**config.mk**
```make
export PLATFORM = sky130hd
export DESIGN_NAME = matmul_operand_loader
export DESIGN_NICKNAME = d
export VERILOG_FILES = /design/src/rtl/matmul_operand_loader.sv
export SDC_FILE = /design/constraint.sdc
export NUM_CORES = 1
export LEC_CHECK = 0
export BUFFER_PORTS_ARGS = -buffer_cell sky130_fd_sc_hd__buf_2
export CAP_MARGIN = 20
export CORE_ASPECT_RATIO = 1.1
export CORE_UTILIZATION = 40
export CTS_CLUSTER_SIZE = 25
export DETAILED_ROUTE_END_ITERATION = 8
export PLACE_DENSITY = 0.62
export SLEW_MARGIN = 20
export SYNTH_ARGS = -nofsm -noshare
export SYNTH_HDL_FRONTEND = slang
export SYNTH_SLANG_ARGS = --single-unit
```
**constraint.sdc**
```tcl
create_clock -name clk -period 9.8 [get_ports clk]
set_input_delay 0.98 -clock clk [delete_from_list [all_inputs] [get_ports clk]]
set_output_delay 0.98 -clock clk [all_outputs]
set_load 0.02 [all_outputs]
```
**src/rtl/matmul_operand_loader.sv**
```systemverilog
// ============================================================================
// Module  : matmul_operand_loader
// Purpose : Captures A then B (row-major byte stream) for the matrix engine,
//           fires a start pulse and holds operands until the engine is done.
//           Optional macro LOADER_TRANSPOSE_B_EN: the B stream is column-major.
// Revision: 1.0 - initial release
// ============================================================================
`default_nettype none

module matmul_operand_loader #(
  parameter int DATA_W = 8,
  parameter int N      = 4
) (
  input  logic                       clk,
  input  logic                       rst,
  input  logic                       s_valid,
  input  logic [DATA_W-1:0]          s_data,
  input  logic                       s_last,
  output logic                       s_ready,
  output logic [N*N*DATA_W-1:0]      a_flat,
  output logic [N*N*DATA_W-1:0]      b_flat,
  output logic                       mm_start,
  input  logic                       mm_done,
  output logic                       busy,
  output logic                       err,
  input  logic                       err_clr,
  output logic [7:0]                 frame_cnt
);

  localparam int                ELEMS    = N * N;
  localparam int                IDX_W    = $clog2(ELEMS);
  localparam logic [IDX_W-1:0]  LAST_IDX = IDX_W'(ELEMS - 1);

  typedef enum logic [1:0] {
    LOAD_A    = 2'd0,
    LOAD_B    = 2'd1,
    FIRE      = 2'd2,
    WAIT_DONE = 2'd3
  } state_t;

  state_t             state, state_nxt;
  logic [IDX_W-1:0]   idx, idx_nxt;
  logic [IDX_W-1:0]   b_pos;
  logic               xfer, last_idx, frame_err, wr_a, wr_b;
  logic [DATA_W-1:0]  a_mem [ELEMS];
  logic [DATA_W-1:0]  b_mem [ELEMS];

  assign s_ready  = (state == LOAD_A) || (state == LOAD_B);
  assign mm_start = (state == FIRE);
  assign busy     = (state == FIRE) || (state == WAIT_DONE);
  assign xfer     = s_valid && s_ready;
  assign last_idx = (idx == LAST_IDX);

  always_ff @(posedge clk or posedge rst) begin
    if (rst) begin
      state <= LOAD_A;
      idx   <= '0;
    end else begin
      state <= state_nxt;
      idx   <= idx_nxt;
    end
  end

  always_comb begin
    state_nxt = state;
    idx_nxt   = idx;
    frame_err = 1'b0;
    wr_a      = 1'b0;
    wr_b      = 1'b0;
    case (state)
      LOAD_A: begin
        if (xfer) begin
          // s_last can never be legal while A is still loading
          if (s_last) begin
            frame_err = 1'b1;
            idx_nxt   = '0;
          end else begin
            wr_a = 1'b1;
            if (last_idx) begin
              state_nxt = LOAD_B;
              idx_nxt   = '0;
            end else begin
              idx_nxt = idx + 1'b1;
            end
          end
        end
      end
      LOAD_B: begin
        if (xfer) begin
          if (s_last != last_idx) begin
            frame_err = 1'b1;
            state_nxt = LOAD_A;
            idx_nxt   = '0;
          end else begin
            wr_b = 1'b1;
            if (last_idx) begin
              state_nxt = FIRE;
              idx_nxt   = '0;
            end else begin
              idx_nxt = idx + 1'b1;
            end
          end
        end
      end
      FIRE: state_nxt = WAIT_DONE;
      WAIT_DONE: begin
        if (mm_done) begin
          state_nxt = LOAD_A;
          idx_nxt   = '0;
        end
      end
      default: state_nxt = LOAD_A;
    endcase
  end

`ifdef LOADER_TRANSPOSE_B_EN
  always_comb b_pos = IDX_W'((int'(idx) % N) * N + int'(idx) / N);
`else
  always_comb b_pos = idx;
`endif

  always_ff @(posedge clk or posedge rst) begin
    if (rst) begin
      for (int e = 0; e < ELEMS; e++) begin
        a_mem[e] <= '0;
        b_mem[e] <= '0;
      end
    end else begin
      for (int e = 0; e < ELEMS; e++) begin
        if (wr_a && (idx == IDX_W'(e)))   a_mem[e] <= s_data;
        if (wr_b && (b_pos == IDX_W'(e))) b_mem[e] <= s_data;
      end
    end
  end

  generate
    for (genvar g = 0; g < ELEMS; g++) begin : g_pack
      assign a_flat[DATA_W*g +: DATA_W] = a_mem[g];
      assign b_flat[DATA_W*g +: DATA_W] = b_mem[g];
    end
  endgenerate

  // Set wins over a simultaneous clear
  always_ff @(posedge clk or posedge rst) begin
    if (rst) begin
      err       <= 1'b0;
      frame_cnt <= 8'd0;
    end else begin
      if (frame_err)    err <= 1'b1;
      else if (err_clr) err <= 1'b0;
      if (state == FIRE) frame_cnt <= frame_cnt + 8'd1;
    end
  end

endmodule

`default_nettype wire

```
=== Word level (Yosys, flattened, before mapping) ===
Cells that the tools add are included.

* Register bits: 271
* Input port bits: 14

* Equal/unequal tests: 25
* Multiplexer cells: 28
* Reductions and logical operators: 41
* Add/sub/neg operators: 2

{| class="wikitable"
|+ Operator list
! operator !! number
|-
| $logic_and A1 B1 Y1 || 33
|-
| $eq A4 B4 Y1 const B || 8
|-
| $mux W4 || 6
|-
| $eq A4 B3 Y1 const B || 4
|-
| $mux W2 || 7
|-
| $mux W1 || 12
|-
| $pmux W4 S3 || 1
|-
| $ne A2 B2 Y1 const B || 5
|-
| $add A8 B1 Y8 const B || 1
|-
| $eq A4 B2 Y1 const B || 2
|-
| $pmux W2 S4 || 1
|-
| $reduce_and A6 Y1 || 1
|-
| $add A4 B1 Y4 const B || 1
|-
| $eq A2 B2 Y1 const B || 2
|-
| $eq A4 B1 Y1 const B || 1
|-
| $logic_not A4 Y1 || 1
|-
| $reduce_and A4 Y1 || 1
|-
| $ne A3 B2 Y1 const B || 1
|-
| $reduce_bool A3 Y1 || 1
|-
| $eq A2 B1 Y1 const B || 1
|-
| $logic_not A2 Y1 || 1
|-
| $logic_or A1 B1 Y1 || 2
|-
| $pmux W1 S2 || 1
|-
| $reduce_bool A2 Y1 || 1
|-
| $ne A1 B1 Y1 || 1
|}

=== Logic depth before layout (Yosys ltp) ===
* Word-level depth: 6
* Mapped depth: 6
* Mapped depth without buffers: 5

=== Worst setup path before layout ===
Ideal clock, no wire load.

* Kind: input-to-reg
* From: input s_last
* To: register b_mem (netlist bit b_flat[40])
* Setup slack: 7.266 ns
* Cell stages on the path: 6
* Data required time: 9.675 ns
* Data arrival time: 2.409 ns
* Cell sequence: buf_6 > or3b_1 > buf_4 > or3_1 > buf_6 > mux2_4

* Word-level cells in the longest chain between the ends: 5

{| class="wikitable"
|+ Ends and longest elaborated chain
! what !! line !! text
|-
| start, declared || 18 || <nowiki>input logic s_last,</nowiki>
|-
| $ne A1 B1 Y1 || 90 || <nowiki>if (s_last != last_idx) begin</nowiki>
|-
| $mux W1 || 90 ||
|-
| $mux W1 || 89 || <nowiki>if (xfer) begin</nowiki>
|-
| $mux W1 || 70 || <nowiki>case (state)</nowiki>
|-
| $logic_and A1 B1 Y1 || 131 || <nowiki>if (wr_b && (b_pos == IDX_W'(e))) b_mem[e] <= s_data;</nowiki>
|-
| end signal, assigned by index || 131 ||
|-
| end, declared || 46 || <nowiki>logic [DATA_W-1:0] b_mem [ELEMS];</nowiki>
|}

Every way passes these cells.
A chain may end at the register's enable or synchronous reset.

==> impl_metrics.toml <==
[run_status]
status = "finished clean"

[global_routing]
antenna_found_initial = 3
grt_pass1_vias = 6960
gr-total-overflow = 0
grt_pass1_wl_mm = 42.0
track_usage_pct = 20.1
grt_start_max_net_pins = 113

[worst_setup_path]
crit_family = "flip-flops"
critPathLaunchType = "register"
reg2reg_to = "b_flat[74]$_DFFE_PP0P_"
path_buf_inv = 1
worstPathCellList = "nor2b_1 > buf_2"
crit_arrival_ns = 1.92
worst_setup_path_end_kind = "output port"
worst_ep_required_time_ns = 8.82
r2r_cells = 3
critPathKind = "reg -> out"
cp_max_fo = 16
cp_slowest_stage_delay_ns = 0.70
cp_slowest_cell = "dfrtp_1"
reg2reg_slack_ns = 7.34

[cts]
cts_buffer_depth = 3
cts_root_buf = "clkbuf_16"
clk_pin_slew_worst_paths_ns = 0.06
postCtsHoldBufs = 0
insertion_delay_ns = 0.54
cts.sinks = 271
htree_levels = 1
cts_tree = "done"
cts_setup_buffers = 0
cts_resized = 0
cts_buffers = 28

[placed_design]
place_inst = 1270
portBuffers = 281
finalWeightedCongestion = 0.774
dpl-instance-area_um2 = 12500
dp_hpwl_mm = 17.7

[final_layout]
final_common_cell = "buf_2"
nFillCells = 2270
syn_to_final_growth_pct = 24.4
finalInstanceArea_um2 = 13400
seq_area_um2 = 6780
multi_input_area_um2 = 3770
layout_common_cells = "281 x buf_2, 271 x dfrtp_1, 225 x mux2_2"
drive_gt1_share_pct = 62.2
final_core_util_pct = 51.0
nets = 967
fin_cells = 1324

[timing]
slew_violations = 0
rsz0062_at_grt = "false"
final.min_clock_period_ns = 2.90
worstMarginPinSlew_ns = 0.978
slew_headroom_pct = 34.8
finalHoldViolCount = 0
fmax_ghz = 0.345
final-setup-viol-count = 0
fin_crit_sh_pct = 29.5
fin_setup_tns_ns = 0
skew_ns = 0.0102

[drt]
drt-wirelength-per-cell_um = 20.7
routed_wl_mm = 27.4
vias_per_cell = 5.04
drc = 0
drt-pass1-iter-count = 4
num_vias = 6669
dr.first_iter.drc_count = 269
ant_nets = 0

[worst_hold_path]
worstHoldEndpoint = "frame_cnt[7]$_DFFE_PP0P_"
min-delay-start = "frame_cnt[7]$_DFFE_PP0P_"
whs_path_depth = 1
hold_class = "reg -> reg"

[flow_run]
maxCapViolations = 0

[synthesis]
synthArstFlopShare_pct = 100
synth_edf_count = 0
netlist_area_um2 = 10800
synth-seq-cells = 271
synth.distinct_cells = 44
yosysWarnings = 0
seq_area_frac_synth_pct = 62.9
synth-main-ff-cell = "dfrtp_1"
synth_nets = 698
synth_cells = 679
avgSynthCellArea_um2 = 15.9

[floorplan]
chipWidth_um = 159
die_h_um = 174
io_pins = 282
initial_core_util_pct = 41.0
rows = 62
die_area_um2 = 27600
fp.coreArea_um2 = 26300

[power]
powerDensity_nw_per_um2 = 245
power.total_mw = 3.29
leakage_nw = 7.46
ir_worst_vdd_uv = 202
## metrics by stage
stage,hold WS (ns),worst slack (ns)
floorplan,0.582,1.35
global placement,0.463,6.39
detailed placement,0.467,6.79
CTS,0.479,6.87
global route,0.498,6.78
finish,0.476,6.90
## kinds of logic (layout without fill, tap and decap cells)
group           count (synthesis)  count (layout)  synth area share [%]
fa+ha+maj                       5               5                 0.580
mux                           258             258                  28.1
xor+xnor                        9               9                 0.731
flops                         271             271                  62.9
compound gates                 12              12                 0.801
simple gates                   73              73                  4.75
other cells                     0               3                     0
buf+inv                        51             341                  2.18
## routing by layer
layer | part of all wire, % | global-route usage, % | vias to the layer above | wire length [µm]
met3 | 7.3 | 5.78 | 38 | 2010
met2 | 47 | 32.3 | 223 | 13000
met1 | 43 | 26.2 | 3454 | 11800
li1 | - | - | 2954 | -
met4 | 2.3 | 5.77 | 0 | 639
met5 | 0 | 0 | - | 0
## worst register-to-register path, stage by stage (launching register included)
cell and delay [ns]:
dfrtp_1 0.59, or3b_1 0.68, or3_1 0.68, mux2_4 0.39
## power by group
part           total, mW  internal, mW  switching [mW]
clock network       1.08         0.638           0.439
registers           1.43          1.31           0.124
logic              0.779         0.298           0.481
total               3.29          2.24            1.04
## cell type report
cell class / count / share of cell area, %
repair buffers: 284 / 10.7
inverters: 6 / 0.224
diodes: 3 / 0.0560
clock buffers: 39 / 6.14
flip-flops and latches: 271 / 50.6
clock inverters: 12 / 0.933
well taps: 352 / 3.28
multi-input cells: 357 / 28.1
## flip-flops by register name, summed over array words and instances, names as in the netlist, named ones only
| signal | cells |
|---|---|
| a_flat | 128 |
| b_flat | 128 |
| b_pos | 4 |
| err | 1 |
| frame_cnt | 8 |
| state | 1 |
## Yosys cell counts, types with 6 or more instances
| master | instances | area [µm²] |
|---|---|---|
| nor3_2 | 6 | 60.1 |
| mux2_2 | 225 | 2530 |
| mux2_4 | 32 | 480 |
| clkbuf_1 | 29 | 109 |
| nand4_1 | 12 | 75.1 |
| buf_1 | 8 | 30.0 |
| dfrtp_1 | 271 | 6780 |
| nand3_1 | 11 | 55.1 |
| xnor2_1 | 6 | 52.6 |
| inv_1 | 6 | 22.5 |
| nand2_1 | 11 | 41.3 |
## how the worst max path moves through the flow
stage	cells past startpoint	end	slack (ns)	from
2_1_floorplan	1	async pin	1.35	rst
3_3_place_gp	4	a_flat[101]$_DFFE_PP0P_	6.39	s_last
3_5_place_dp	4	a_flat[99]$_DFFE_PP0P_	6.79	s_last
4_1_cts	2	mm_start	6.87	register
5_1_grt	2	mm_start	6.78	register
6_report	2	mm_start	6.90	register
Power figures use the tool's default switching activity.
